$ cat src/rtl/seq_pattern_gen_pkg.sv
// Shared definitions for the serial pattern generator.
//   - state_t        : FSM state encoding (idle, shifting, inter-repetition gap, done)
//   - DEF_PAT_W/DEF_REP_W/DEF_GAP : default parameter values
//   - idx_w()        : width of an index/counter able to hold 0..n-1 (minimum 1 bit)
package seq_pattern_gen_pkg;

  localparam int DEF_PAT_W = 8;
  localparam int DEF_REP_W = 4;
  localparam int DEF_GAP   = 1;

  typedef enum logic [1:0] {
    ST_IDLE  = 2'd0,
    ST_SHIFT = 2'd1,
    ST_GAP   = 2'd2,
    ST_DONE  = 2'd3
  } state_t;

  function automatic int idx_w(input int n);
    return (n > 1) ? $clog2(n) : 1;
  endfunction

endpackage

$ cat src/rtl/seq_pattern_gen_if.sv
// Request/stream bundle of the serial pattern generator.
//   master (requester): drives start, pattern, len, reps, idle_bit;
//                       receives dout, dout_valid, busy, frame_end, done
//   slave  (generator): the reverse
interface seq_pattern_gen_if
  import seq_pattern_gen_pkg::*;
#(
  parameter int PAT_W = DEF_PAT_W,
  parameter int REP_W = DEF_REP_W
) ();

  localparam int LEN_W = idx_w(PAT_W);

  logic             start;
  logic [PAT_W-1:0] pattern;
  logic [LEN_W-1:0] len;
  logic [REP_W-1:0] reps;
  logic             idle_bit;
  logic             dout;
  logic             dout_valid;
  logic             busy;
  logic             frame_end;
  logic             done;

  modport master (
    output start, pattern, len, reps, idle_bit,
    input  dout, dout_valid, busy, frame_end, done
  );

  modport slave (
    input  start, pattern, len, reps, idle_bit,
    output dout, dout_valid, busy, frame_end, done
  );

endinterface

$ cat src/rtl/seq_pattern_gen_pat_shreg.sv
// Loadable pattern register with a down-counting bit index.
//   clk, rst  : clock, asynchronous active-low reset (index only)
//   load      : capture pattern/len and point the index at bit len
//   restart   : point the index back at the captured len (new repetition)
//   advance   : step the index down by one
//   pattern   : word to capture
//   len       : index of the first (MSB) bit to send
//   bit_out   : currently selected pattern bit
//   last      : index has reached bit 0
module pat_shreg
  import seq_pattern_gen_pkg::*;
#(
  parameter int PAT_W = DEF_PAT_W,
  parameter int LEN_W = idx_w(DEF_PAT_W)
) (
  input  logic             clk,
  input  logic             rst,
  input  logic             load,
  input  logic             restart,
  input  logic             advance,
  input  logic [PAT_W-1:0] pattern,
  input  logic [LEN_W-1:0] len,
  output logic             bit_out,
  output logic             last
);

  logic [PAT_W-1:0] pat_q;
  logic [LEN_W-1:0] len_q;
  logic [LEN_W-1:0] idx;

  // Captured word and length are pure data: no reset needed, they are only
  // observed while shifting, which always follows a load.
  always_ff @(posedge clk) begin
    if (load) begin
      pat_q <= pattern;
      len_q <= len;
    end
  end

  // The top only requests advance when the index is non-zero, so it never wraps.
  always_ff @(posedge clk or negedge rst) begin
    if (!rst) begin
      idx <= '0;
    end else if (load) begin
      idx <= len;
    end else if (restart) begin
      idx <= len_q;
    end else if (advance) begin
      idx <= idx - LEN_W'(1);
    end
  end

  assign bit_out = pat_q[idx];
  assign last    = (idx == '0);

endmodule

$ cat src/rtl/seq_pattern_gen.sv
// Serial pattern generator: sends pattern[len..0] MSB-first, reps+1 times,
// separated by GAP idle cycles, then pulses done for one cycle.
//   clk  : rising-edge clock
//   rst  : asynchronous active-low reset
//   bus  : slave side of seq_pattern_gen_if (request in, bitstream/status out)
// Parameters: PAT_W (max pattern bits), REP_W (repetition count width),
//             GAP (idle cycles between repetitions, 0 allowed).
module seq_pattern_gen
  import seq_pattern_gen_pkg::*;
#(
  parameter int PAT_W = DEF_PAT_W,
  parameter int REP_W = DEF_REP_W,
  parameter int GAP   = DEF_GAP
) (
  input  logic                clk,
  input  logic                rst,
  seq_pattern_gen_if.slave    bus
);

  localparam int                LEN_W    = idx_w(PAT_W);
  localparam int                GAP_CW   = idx_w(GAP);
  localparam logic [GAP_CW-1:0] GAP_LOAD = GAP_CW'((GAP > 0) ? GAP - 1 : 0);

  state_t            state;
  logic [REP_W-1:0]  rep_cnt;
  logic [GAP_CW-1:0] gap_cnt;
  logic              idle_q;

  logic accept;
  logic more_reps;
  logic restart;
  logic advance;
  logic cur_bit;
  logic last_bit;

  // A new request is only honoured when not busy; while busy every input is ignored.
  assign accept    = ((state == ST_IDLE) || (state == ST_DONE)) && bus.start;
  assign more_reps = (rep_cnt != '0);
  // Index reloads either straight after bit 0 (no gap) or at the end of the gap.
  assign restart   = ((state == ST_SHIFT) && last_bit && more_reps && (GAP == 0))
                   || ((state == ST_GAP) && (gap_cnt == '0));
  assign advance   = (state == ST_SHIFT) && !last_bit;

  pat_shreg #(
    .PAT_W (PAT_W),
    .LEN_W (LEN_W)
  ) u_shreg (
    .clk     (clk),
    .rst     (rst),
    .load    (accept),
    .restart (restart),
    .advance (advance),
    .pattern (bus.pattern),
    .len     (bus.len),
    .bit_out (cur_bit),
    .last    (last_bit)
  );

  always_ff @(posedge clk or negedge rst) begin
    if (!rst) begin
      state   <= ST_IDLE;
      rep_cnt <= '0;
      gap_cnt <= '0;
      idle_q  <= 1'b0;
    end else begin
      case (state)
        ST_IDLE, ST_DONE: begin
          if (accept) begin
            state   <= ST_SHIFT;
            rep_cnt <= bus.reps;
            idle_q  <= bus.idle_bit;
          end else begin
            state   <= ST_IDLE;
          end
        end
        ST_SHIFT: begin
          if (last_bit) begin
            if (more_reps) begin
              // Counter stops at zero, so reps at full scale gives 2^REP_W frames.
              rep_cnt <= rep_cnt - REP_W'(1);
              if (GAP > 0) begin
                state   <= ST_GAP;
                gap_cnt <= GAP_LOAD;
              end
            end else begin
              state <= ST_DONE;
            end
          end
        end
        ST_GAP: begin
          if (gap_cnt == '0) begin
            state <= ST_SHIFT;
          end else begin
            gap_cnt <= gap_cnt - GAP_CW'(1);
          end
        end
        default: state <= ST_IDLE;
      endcase
    end
  end

  // Moore decode from registered state and pattern datapath.
  assign bus.dout       = (state == ST_SHIFT) ? cur_bit : idle_q;
  assign bus.dout_valid = (state == ST_SHIFT);
  assign bus.busy       = (state == ST_SHIFT) || (state == ST_GAP);
  assign bus.frame_end  = (state == ST_SHIFT) && last_bit;
  assign bus.done       = (state == ST_DONE);

endmodule
$ cat src/flat_wrapper.sv
// flat-port wrapper written by rule: the top's interface ports become plain ports
module seq_pattern_gen_flat import seq_pattern_gen_pkg::*;
#(
  parameter int PAT_W = DEF_PAT_W,
  parameter int REP_W = DEF_REP_W,
  parameter int GAP   = DEF_GAP
)
  (clk, rst, bus_start, bus_pattern, bus_len, bus_reps, bus_idle_bit, bus_dout, bus_dout_valid, bus_busy, bus_frame_end, bus_done);
  seq_pattern_gen_if #(.PAT_W(PAT_W), .REP_W(REP_W)) bus_i ();
  input  logic clk;
  input  logic rst;
  input wire logic [$bits(bus_i.start)-1:0] bus_start;
  input wire logic [$bits(bus_i.pattern)-1:0] bus_pattern;
  input wire logic [$bits(bus_i.len)-1:0] bus_len;
  input wire logic [$bits(bus_i.reps)-1:0] bus_reps;
  input wire logic [$bits(bus_i.idle_bit)-1:0] bus_idle_bit;
  output wire logic [$bits(bus_i.dout)-1:0] bus_dout;
  output wire logic [$bits(bus_i.dout_valid)-1:0] bus_dout_valid;
  output wire logic [$bits(bus_i.busy)-1:0] bus_busy;
  output wire logic [$bits(bus_i.frame_end)-1:0] bus_frame_end;
  output wire logic [$bits(bus_i.done)-1:0] bus_done;
  assign bus_i.start = bus_start;
  assign bus_i.pattern = bus_pattern;
  assign bus_i.len = bus_len;
  assign bus_i.reps = bus_reps;
  assign bus_i.idle_bit = bus_idle_bit;
  assign bus_dout = bus_i.dout;
  assign bus_dout_valid = bus_i.dout_valid;
  assign bus_busy = bus_i.busy;
  assign bus_frame_end = bus_i.frame_end;
  assign bus_done = bus_i.done;
  seq_pattern_gen #(.PAT_W(PAT_W), .REP_W(REP_W), .GAP(GAP)) u_core (.clk(clk), .rst(rst), .bus(bus_i));
endmodule
$ cat config.mk
export PLATFORM = sky130hd
export DESIGN_NAME = seq_pattern_gen_flat
export DESIGN_NICKNAME = d
export VERILOG_FILES = /design/src/rtl/seq_pattern_gen_pkg.sv /design/src/rtl/seq_pattern_gen_if.sv /design/src/rtl/seq_pattern_gen_pat_shreg.sv /design/src/rtl/seq_pattern_gen.sv /design/src/flat_wrapper.sv
export SDC_FILE = /design/constraint.sdc
export NUM_CORES = 1
export LEC_CHECK = 0
export BUFFER_PORTS_ARGS = -buffer_cell sky130_fd_sc_hd__buf_2
export CAP_MARGIN = 40
export CORE_MARGIN = 2
export CORE_UTILIZATION = 34
export CTS_BUF_LIST = sky130_fd_sc_hd__clkbuf_4 sky130_fd_sc_hd__clkbuf_8
export DETAILED_ROUTE_END_ITERATION = 7
export SETUP_SLACK_MARGIN = 0.15
export SLEW_MARGIN = 10
export SYNTH_ARGS = -nofsm -noshare
export SYNTH_HDL_FRONTEND = slang
export SYNTH_SLANG_ARGS = --single-unit
$ cat constraint.sdc
create_clock -name clk -period 1.9 [get_ports clk]
set_clock_uncertainty 0.15 [all_clocks]
set_input_delay 0 -clock clk [delete_from_list [all_inputs] [get_ports clk]]
set_output_delay 0 -clock clk [all_outputs]
set_load 0.01 [all_outputs]
==> metrics.cfg, run 1 <==
[outcome]
run_status=completed

[synthesis]
post_synth_instance_area_mm2=0.00110
synth_top_area_cell=edfxtp_1
synth_top_area_frac=0.300
syn_inst=98
main_combinational_cell_family_by_area_after_synthesis=compound AO/OA/AOI/OAI gates
synth-warning-count=0
post_synth_and_or_nand_nor_area_fraction=0.101
yosys_register_bits=21
synth_area_leaders=edfxtp_1, dfrtp_1, ha_1
synth_adder_area_share=0.0795
synth.net_count=124
synthXorXnorAreaFrac=0
syn_avg_cell_area_um2=11.2
synthMuxAreaShare=0.0841
synth.yosys.seq_area_share=0.527
complex_gate_fraction_of_the_synthesized_area=0.156
synth_cell_types=29

[timing]
finalHoldViolations=0
peak_clock_frequency_supported_by_timing_ghz=0.535
rsz_0062_raised_after_global_routing=yes
timing.hold.ws_ps=235
tightest_slew_ps=488
finalCriticalPeriod_ps=1870
setup_viol=0
relSlewSlack=0.673
tns_ps=0
finalWorstSetupSlack_ps=32.3
slew_violations=0
final.period_utilization=0.983

[die]
fp.coreArea_mm2=0.00308
num_rows=20
floorplan.initialDensity=0.358
fp.dieH_um=60.9
ios=24
floorplan.die_area_mm2=0.00371
die_width_um=60.9

[placed_design]
gp_routability_congestion=0.861
place.port_buffers=23
detailedPlacementHpwl_um=1610
preCtsSetupSlack_ps=78.4
placed_cell_area_mm2=0.00128

[pwr]
p_int_w=0.00160
max-vdd-ir-drop_v=0.000589
total_leakage_power_nw=0.718
seq_power_share=0.294
combinationalPowerShare=0.622
clock_power_share=0.083
power.switching_w=0.00111
power_density_mw_per_mm2=1610
switching_share=0.409

[global_route]
first_global_vias=943
grt_remaining_overflow=0
grt_antenna_before_repair=0
grt_start_max_net_pins=13
grt_util_all_layers=0.137
global_route_wire_length_before_repair_um=3790

[clocking]
clk_transition_reported_paths_ps=120
ctsRootBufferMaster=clkbuf_4
tritoncts.num_buffers=3
htree_levels=1
clk_latency_ps=310
tritoncts_num_sinks=21
cts_max_path_buffers=2
tritoncts=yes

[routing]
drtAntennaViolNets=0
violation_count_after_the_first_detailed_route_iteration=47
wl_met3_um=87
routed_length_on_met2_um=1390
route.detailed.drc=0
vias=952
wl_per_cell_um=13.5
post_drt_via_cell_ratio=4.81
routedLengthMet1_um=1170
drt-total-wl_um=2670
drt_first_pass_iters=4
highest-signal-layer=met4

[layout]
num-nets-final=181
antenna_cells_inserted=0
area_growth_syn_to_layout_pct=52.4
ff_latch_area_um2=581
num-fill-cells=274
fin_util=0.545
drive_above_1_share=0.383
multi_input_comb_area_um2=553
finalInstanceArea_mm2=0.00168

[worst_setup_path]
worst_ep_required_time_ps=1750
crit_path_start_kind=flip-flop
path_max_fanout=5
type_of_destination_of_the_critical_path=primary output
crit_type=reg2out
crit_arrival_ps=1720

[hold_path]
holdCritPathClass=in2reg

[job]
max_cap_viol_count=0

[sequential cells by signal, summed over array words and instances, names as in the netlist]
signal / cells
u_core.u_shreg.len_q: 3
u_core.u_shreg.idx: 3
u_core.idle_q: 1
u_core.u_shreg.pat_q: 8
u_core.state: 2
u_core.rep_cnt: 4
[cells in the mapped netlist]
cell / instances
o31a_1: 1
a21boi_0: 1
o21ai_0: 9
nand3_1: 3
o31ai_1: 1
nor2_1: 6
buf_2: 1
inv_1: 11
and3_1: 2
ha_1: 7
buf_6: 1
edfxtp_1: 11
a21oi_1: 6
a22oi_1: 2
mux4_2: 1
a211oi_1: 1
a21o_1: 1
nand2_1: 3
nand2b_1: 2
a311o_1: 1
nor3_1: 1
nor2b_1: 3
o2bb2ai_1: 2
o311ai_0: 1
a31oi_1: 1
mux2i_1: 7
or2b_1: 1
nor4_1: 1
dfrtp_1: 10
[worst paths after layout]
check | startpoint | endpoint | slack, ps | cells after the start
setup / recovery | u_core.u_shreg.idx[0] | bus_dout | 30 | 5
hold / removal | bus_pattern[5] | u_core.u_shreg.pat_q[5] | 240 | 2
setup reg to reg | u_core.state[0] | u_core.rep_cnt[3] | 120 | 7
hold reg to reg | u_core.idle_q | u_core.idle_q | 400 | 2
max in group asynchronous | rst | u_core.idle_q | 740 | 3
min in group asynchronous | rst | u_core.rep_cnt[2] | 540 | 3
[routing by layer]
layer,up-vias,track usage
met2,23,0.255
met5,-,0
met1,458,0.158
met3,2,0.0277
li1,469,-
met4,0,0.0404
[metrics by stage]
stage               cells  power, W
finish                198   0.00271
global route          198   0.00290
floorplan              98   0.00162
detailed placement    166   0.00192
global placement      166   0.00189
CTS                   190   0.00229
[power groups by stage]
stage          sequential, W  clock (W)  combinational (W)
3_3_place_gp        0.000786          0            0.00110
5_1_grt             0.000812   0.000246            0.00184
3_5_place_dp        0.000794          0            0.00113
4_1_cts             0.000785   0.000230            0.00128
2_1_floorplan       0.000765          0           0.000855
6_report            0.000797   0.000225            0.00169
[logic make-up (layout without fill, tap and decap cells)]
kind of cell               count (synthesis)  in the layout
buffers and inverters                     13             69
AOI/OAI and AO/OA                         27             27
adders and majority gates                  7              7
and+or+nand+nor                           22             22
DFF                                       21             21
muxes                                      8              8
[repair_timing]
item,CTS,global route
setup endpoints to repair,18,17
gates resized for setup,6,29
hold endpoints to repair,30,0
hold buffers,19,0
pin swaps,0,7
setup buffers,1,8
[placed cells by master, fill, tap and decap left out, types with 4 or more instances in the layout]
cell type,n
ha_1,4
nor2_1,5
dfrtp_1,10
mux2i_1,6
buf_2,23
buf_4,7
o21ai_0,6
dlygate4sd3_1,19
a21oi_1,4
buf_6,5
inv_1,6
edfxtp_1,11
[critical path, cell delays in order, from the launching register on]
cell and delay (ps):
dfrtp_1 410, buf_6 140, mux2i_1 110, mux4_2 450
mux2i_1 140, buf_2 150
[area by class of cell]
type / instances / area share
clock buffers: 3 / 0.0134
flip-flops and latches: 21 / 0.346
well taps: 44 / 0.0328
repair buffers: 54 / 0.247
multi-input cells: 64 / 0.330
inverters: 11 / 0.0283
clock inverters: 1 / 0.00298
Power figures use the tool's default switching activity.
==> inputs of run 2 (changes only) <==
--- a/config.mk
+++ b/config.mk
@@ -8,9 +8,10 @@
 export BUFFER_PORTS_ARGS = -buffer_cell sky130_fd_sc_hd__buf_2
 export CAP_MARGIN = 40
 export CORE_MARGIN = 2
-export CORE_UTILIZATION = 34
+export CORE_UTILIZATION = 40
 export CTS_BUF_LIST = sky130_fd_sc_hd__clkbuf_4 sky130_fd_sc_hd__clkbuf_8
 export DETAILED_ROUTE_END_ITERATION = 7
+export RECOVER_POWER = 25
 export SETUP_SLACK_MARGIN = 0.15
 export SLEW_MARGIN = 10
 export SYNTH_ARGS = -nofsm -noshare
==> metrics.cfg, run 2 (synthesis results as in run 1) <==
[worst_setup_path]
crit_type=reg2out  ; unchanged
worst_path_largest_cell_delay_ps=460  ; was 450 ps
crit_path_frequent_cell=mux2i_1  ; unchanged
critPathCapture=bus_dout  ; unchanged
rrSetupSlack_ps=200  ; was 120 ps
critical-path-slowest-cell=mux4_2  ; unchanged
worst_ep_required_time_ps=1750  ; about the same
timing.critical_path.from=u_core.u_shreg.idx[0]  ; unchanged
r2r.worst_path.cells=6  ; was 7
regToRegStartpoint=u_core.state[0]  ; unchanged
type_of_destination_of_the_critical_path=primary output  ; unchanged
crit_arrival_ps=1740  ; was 1720 ps
crit-reg2reg-capture=u_core.rep_cnt[3]  ; unchanged
crit_path_start_kind=flip-flop  ; unchanged
path_max_fanout=5  ; unchanged
worstPathCellList=buf_6 > mux2i_1 > mux4_2 > mux2i_1 > buf_2  ; unchanged

[routing]
route.detailed.drc=0  ; unchanged
vias=900  ; was 952
wl_per_cell_um=12.7  ; was 13.5 um
post_drt_via_cell_ratio=5.00  ; was 4.81
drt_first_pass_iters=4  ; unchanged
drt-total-wl_um=2290  ; was 2670 um
violation_count_after_the_first_detailed_route_iteration=29  ; was 47
drtAntennaViolNets=0  ; unchanged

[timing]
slew_violations=0  ; unchanged
peak_clock_frequency_supported_by_timing_ghz=0.528  ; was 0.535 GHz
finalHoldViolations=0  ; unchanged
relSlewSlack=0.679  ; was 0.673
setup_viol=0  ; unchanged
rsz_0062_raised_after_global_routing=yes  ; unchanged
tns_ps=0  ; unchanged
tightest_slew_ps=480  ; was 488 ps
final.period_utilization=0.996  ; was 0.983
finalCriticalPeriod_ps=1890  ; was 1870 ps

[layout]
area_growth_syn_to_layout_pct=42.3  ; was 52.4%
max_reg_flops=8  ; unchanged
multi_input_comb_area_um2=512  ; was 553 um2
registers.top_by_ff_count=u_core.u_shreg.pat_q  ; unchanged
final_common_cell=buf_2  ; unchanged
ff_latch_area_um2=583  ; was 581 um2
num-nets-final=176  ; was 181
final_cell_mix=buf_2, dlygate4sd3_1, edfxtp_1, inv_1, dfrtp_1  ; was buf_2, dlygate4sd3_1, edfxtp_1, dfrtp_1, buf_4
antenna_cells_inserted=0  ; unchanged
num-fill-cells=240  ; was 274
drive_above_1_share=0.309  ; was 0.383
finalInstanceArea_mm2=0.00157  ; was 0.00168 mm2
top_registers=u_core.u_shreg.pat_q x8, u_core.rep_cnt x4  ; unchanged

[global_route]
grt_antenna_before_repair=0  ; unchanged
grt_remaining_overflow=0  ; unchanged
grt_start_max_net_pins=16  ; was 13
global_route_wire_length_before_repair_um=3790  ; unchanged
grt_util_all_layers=0.153  ; was 0.137
first_global_vias=903  ; was 943

[pwr]
total_leakage_power_nw=0.679  ; was 0.718 nW
max-vdd-ir-drop_v=0.000947  ; was 0.000589 V
power_density_mw_per_mm2=1530  ; was 1610 mW/mm2

[die]
fp.coreArea_mm2=0.00269  ; was 0.00308 mm2
fp.dieH_um=56.5  ; was 60.9 um
floorplan.die_area_mm2=0.00319  ; was 0.00371 mm2
ios=24  ; unchanged
floorplan.initialDensity=0.410  ; was 0.358
die_width_um=56.5  ; was 60.9 um
num_rows=19  ; was 20

[clocking]
cts_max_path_buffers=2  ; unchanged
ctsRootBufferMaster=clkbuf_4  ; unchanged
htree_levels=1  ; unchanged
tritoncts.num_buffers=3  ; unchanged
clk_latency_ps=310  ; about the same
clk_transition_reported_paths_ps=130  ; was 120 ps
tritoncts=yes  ; unchanged
tritoncts_num_sinks=21  ; unchanged

[placed_design]
place.port_buffers=23  ; unchanged
detailedPlacementHpwl_um=1550  ; was 1610 um
gp_routability_congestion=0.793  ; was 0.861
placed_cell_area_mm2=0.00126  ; was 0.00128 mm2

[hold_path]
holdCritPathClass=in2reg  ; unchanged
timing.hold.worst_path_depth=2  ; unchanged

[outcome]
run_status=completed  ; unchanged

[job]
max_cap_viol_count=0  ; unchanged

-- run 2: cell types whose count changed in the layout (fill, tap and decap cells not counted), sizes merged --
cell,delta
buf,-8
clkbuf,+3
clkinv,-1
clkinvlp,+1
-- run 2: metal layers --
layer	routed length [um]	track usage	vias to the layer above
li1	-	-	458
met3	90	0.0507	2
met2	1080	0.259	22
met4	17	0.0408	0
met5	0	0	-
met1	1100	0.184	418
-- run 2: how the worst min path moves through the flow --
stage	from	slack, ps	to
final	bus_pattern[3]	240	u_core.u_shreg.pat_q[3]
after global routing	bus_pattern[4]	210	u_core.u_shreg.pat_q[4]
after CTS	bus_pattern[6]	230	u_core.u_shreg.pat_q[6]
after detailed placement	rst	-270	u_core.rep_cnt[3]
after global placement	rst	-270	u_core.rep_cnt[3]
after floorplan	rst	-450	u_core.idle_q
-- run 2: stage by stage --
step | util | cells | hold slack, ps | setup slack, ps | total power, W
after floorplan | - | 98 | -446 | 249 | 0.00162
after global placement | 0.469 | 153 | -272 | 135 | 0.00189
after detailed placement | 0.469 | 153 | -271 | 70.0 | 0.00192
after CTS | 0.572 | 177 | 226 | -26.4 | 0.00234
after global routing | 0.583 | 180 | 212 | -92.8 | 0.00260
final | 0.583 | 180 | 239 | 7.24 | 0.00240
-- run 2: what timing repair did --
item,in CTS,in global routing
hold endpoints to repair,30,0
pin swaps,0,2
endpoints found under the setup margin,9,19
buffers inserted,1,3
hold buffers,19,0
resized for setup,10,7
-- run 2: worst max-delay path, delay by kind of cell (launching register included) --
family | cells | cell delay [ps]
muxes | 3 | 740
DFF | 1 | 400
buffers and inverters | 2 | 290
-- run 2: report_power, final --
part           switching [W]  internal [W]  leakage (nW)
registers           0.000121      0.000682         0.222
logic               0.000706      0.000667         0.443
clock network       0.000145     0.0000803        0.0139
total               0.000972       0.00143         0.679
-- run 2: final cells by class --
| cell class | instances | share of cell area |
|---|---|---|
| inverter | 11 | 0.0288 |
| clock inverter | 1 | 0.00479 |
| tap | 31 | 0.0248 |
| multi-input combinational | 64 | 0.327 |
| clock buffer | 3 | 0.0144 |
| sequential | 21 | 0.372 |
| timing repair buffer | 49 | 0.228 |
==> inputs of run 3 (changes only) <==
--- a/config.mk
+++ b/config.mk
@@ -11,6 +11,7 @@
 export CORE_UTILIZATION = 40
 export CTS_BUF_LIST = sky130_fd_sc_hd__clkbuf_4 sky130_fd_sc_hd__clkbuf_8
 export DETAILED_ROUTE_END_ITERATION = 7
+export PLACE_DENSITY_LB_ADDON = 0.2
 export RECOVER_POWER = 25
 export SETUP_SLACK_MARGIN = 0.15
 export SLEW_MARGIN = 10
==> metrics.cfg, run 3 (synthesis results as in run 1) <==
[layout]
num-nets-final=179  ; was 176
final_cell_mix=buf_2, dlygate4sd3_1, edfxtp_1, inv_1, dfrtp_1  ; unchanged
registers.top_by_ff_count=u_core.u_shreg.pat_q  ; unchanged
stdcell_count=183  ; was 180
final_common_cell=buf_2  ; unchanged
area_growth_syn_to_layout_pct=46.4  ; was 42.3%
top_registers=u_core.u_shreg.pat_q x8, u_core.rep_cnt x4  ; unchanged
fin_util=0.600  ; was 0.583
max_reg_flops=8  ; unchanged
drive_above_1_share=0.303  ; was 0.309
antenna_cells_inserted=0  ; unchanged

[global_route]
global_route_wire_length_before_repair_um=3950  ; was 3790 um
first_global_vias=957  ; was 903
grt_antenna_before_repair=0  ; unchanged
grt_start_max_net_pins=13  ; was 16
grt_remaining_overflow=0  ; unchanged
grt_util_all_layers=0.160  ; was 0.153

[routing]
drt-total-wl_um=2540  ; was 2290 um
wl_per_cell_um=13.9  ; was 12.7 um
violation_count_after_the_first_detailed_route_iteration=38  ; was 29
vias=952  ; was 900
drt_first_pass_iters=4  ; unchanged
post_drt_via_cell_ratio=5.20  ; was 5.00
route.detailed.drc=0  ; unchanged
drtAntennaViolNets=0  ; unchanged

[worst_setup_path]
crit_path_frequent_cell=mux2i_1  ; unchanged
crit_path_start_kind=flip-flop  ; unchanged
crit-reg2reg-capture=u_core.rep_cnt[1]  ; was u_core.rep_cnt[3]
cp_num_cells=5  ; unchanged
type_of_destination_of_the_critical_path=primary output  ; unchanged
worstPathCellList=buf_6 > mux2i_1 > mux4_2 > mux2i_1 > buf_2  ; unchanged
critical-path-slowest-cell=mux4_2  ; unchanged
crit_arrival_ps=1760  ; was 1740 ps
rrSetupSlack_ps=60  ; was 200 ps
regToRegStartpoint=u_core.state[0]  ; unchanged
path_max_fanout=5  ; unchanged
worst_ep_required_time_ps=1750  ; about the same
crit_type=reg2out  ; unchanged
worst_path_largest_cell_delay_ps=470  ; was 460 ps
r2r.worst_path.cells=6  ; unchanged
worst-path-buf-inv=2  ; unchanged
crit_family=multiplexers  ; unchanged

[placed_design]
preCtsSetupSlack_ps=65.4  ; was 70.0 ps
gp_routability_congestion=0.798  ; was 0.793
detailedPlacementHpwl_um=1590  ; was 1550 um
place.port_buffers=23  ; unchanged
number_of_instances_in_the_placed_design=154  ; was 153

[die]
fp.coreArea_mm2=0.00269  ; unchanged
floorplan.die_area_mm2=0.00319  ; unchanged
fp.dieH_um=56.5  ; unchanged
die_width_um=56.5  ; unchanged
floorplan.initialDensity=0.410  ; unchanged
ios=24  ; unchanged
num_rows=19  ; unchanged

[job]
max_cap_viol_count=0  ; unchanged

[pwr]
power_density_mw_per_mm2=1570  ; was 1530 mW/mm2
seq_power_share=0.316  ; was 0.334
total_leakage_power_nw=0.714  ; was 0.679 nW
p_total_w=0.00253  ; was 0.00240 W
p_int_w=0.00150  ; was 0.00143 W
combinationalPowerShare=0.595  ; was 0.572
clock_power_share=0.089  ; was 0.094
max-vdd-ir-drop_v=0.000840  ; was 0.000947 V
switching_share=0.406  ; was 0.405
power.switching_w=0.00103  ; was 0.000972 W

[clocking]
tritoncts_num_sinks=21  ; unchanged
tritoncts=yes  ; unchanged
ctsRootBufferMaster=clkbuf_4  ; unchanged
htree_levels=1  ; unchanged
cts_max_path_buffers=2  ; unchanged
clk_latency_ps=310  ; about the same
clk_transition_reported_paths_ps=130  ; about the same
tritoncts.num_buffers=3  ; unchanged

[hold_path]
holdCritStartpoint=bus_pattern[7]  ; was bus_pattern[3]
timing.hold.worst_path_depth=2  ; unchanged
holdCritPathClass=in2reg  ; unchanged
timing.hold.worst_endpoint=u_core.u_shreg.pat_q[7]  ; was u_core.u_shreg.pat_q[3]

[timing]
finalWorstSetupSlack_ps=-10.1  ; was 7.24 ps
slew_violations=0  ; unchanged
finalCriticalPeriod_ps=1910  ; was 1890 ps
rsz_0062_raised_after_global_routing=yes  ; unchanged
finalHoldViolations=0  ; unchanged
peak_clock_frequency_supported_by_timing_ghz=0.524  ; was 0.528 GHz
setup_viol=1  ; was 0
tns_ps=-10.1  ; was 0 ps
tightest_slew_ps=501  ; was 480 ps
relSlewSlack=0.665  ; was 0.679
final.period_utilization=1.01  ; was 0.996

[outcome]
violations=negative setup slack
run_status=finished, violations left  ; was completed

==> run 3: cell types whose count changed in the layout (fill, tap and decap cells not counted), moves of 2 or more <==
cell      previous run  this run
dfrtp_1              8        10
inv_1                8        10
nor2_2               2         0
dfrtp_2              2         0
clkbuf_2             2         0
inv_2                2         0
buf_4                5         7
nor2_1               4         6
==> run 3: cell type report <==
class / instances / area, um2
multi-input cells: 64 / 528
well taps: 31 / 38.8
clock buffers: 3 / 22.5
repair buffers: 52 / 392
fillers: 231 / 1070
inverters: 11 / 45.0
clock inverters: 1 / 5.00
flip-flops and latches: 21 / 581
==> run 3: routing by layer <==
metal  part of all wire  track usage  routed length [um]
met4              0.023        0.102                  59
met3              0.033       0.0230                  84
met5                  0            0                   0
met1               0.45        0.196                1130
met2               0.50        0.261                1260
==> run 3: power by group through the flow <==
stage	registers, W	clock network, W	logic (W)
2_1_floorplan	0.000765	0	0.000855
6_report	0.000801	0.000225	0.00151
3_3_place_gp	0.000788	0	0.00112
4_1_cts	0.000792	0.000234	0.00126
3_5_place_dp	0.000796	0	0.00115
5_1_grt	0.000825	0.000252	0.00165
==> run 3: what timing repair did <==
item	in CTS	in global routing
endpoints found under the setup margin	6	10
endpoints found under the hold margin	30	0
gates resized for setup	5	12
pin swaps	0	1
hold buffers	19	0
buffers inserted	0	6
==> run 3: worst max path at each step <==
stage	from	end	slack (ps)
after detailed placement	u_core.state[1]	u_core.rep_cnt[3]	70
after global placement	u_core.state[0]	u_core.rep_cnt[2]	150
after global routing	u_core.u_shreg.idx[0]	bus_dout	-80
final	u_core.u_shreg.idx[0]	bus_dout	-10
after CTS	u_core.u_shreg.idx[0]	bus_dout	-50
after floorplan	u_core.state[0]	u_core.u_shreg.len_q[0]	250
==> run 3: stage by stage <==
step	cell area [um2]	hold slack, ps
5_1_grt	1610	229
3_3_place_gp	1270	-273
2_1_floorplan	1100	-446
3_5_place_dp	1270	-273
4_1_cts	1510	228
6_report	1610	233
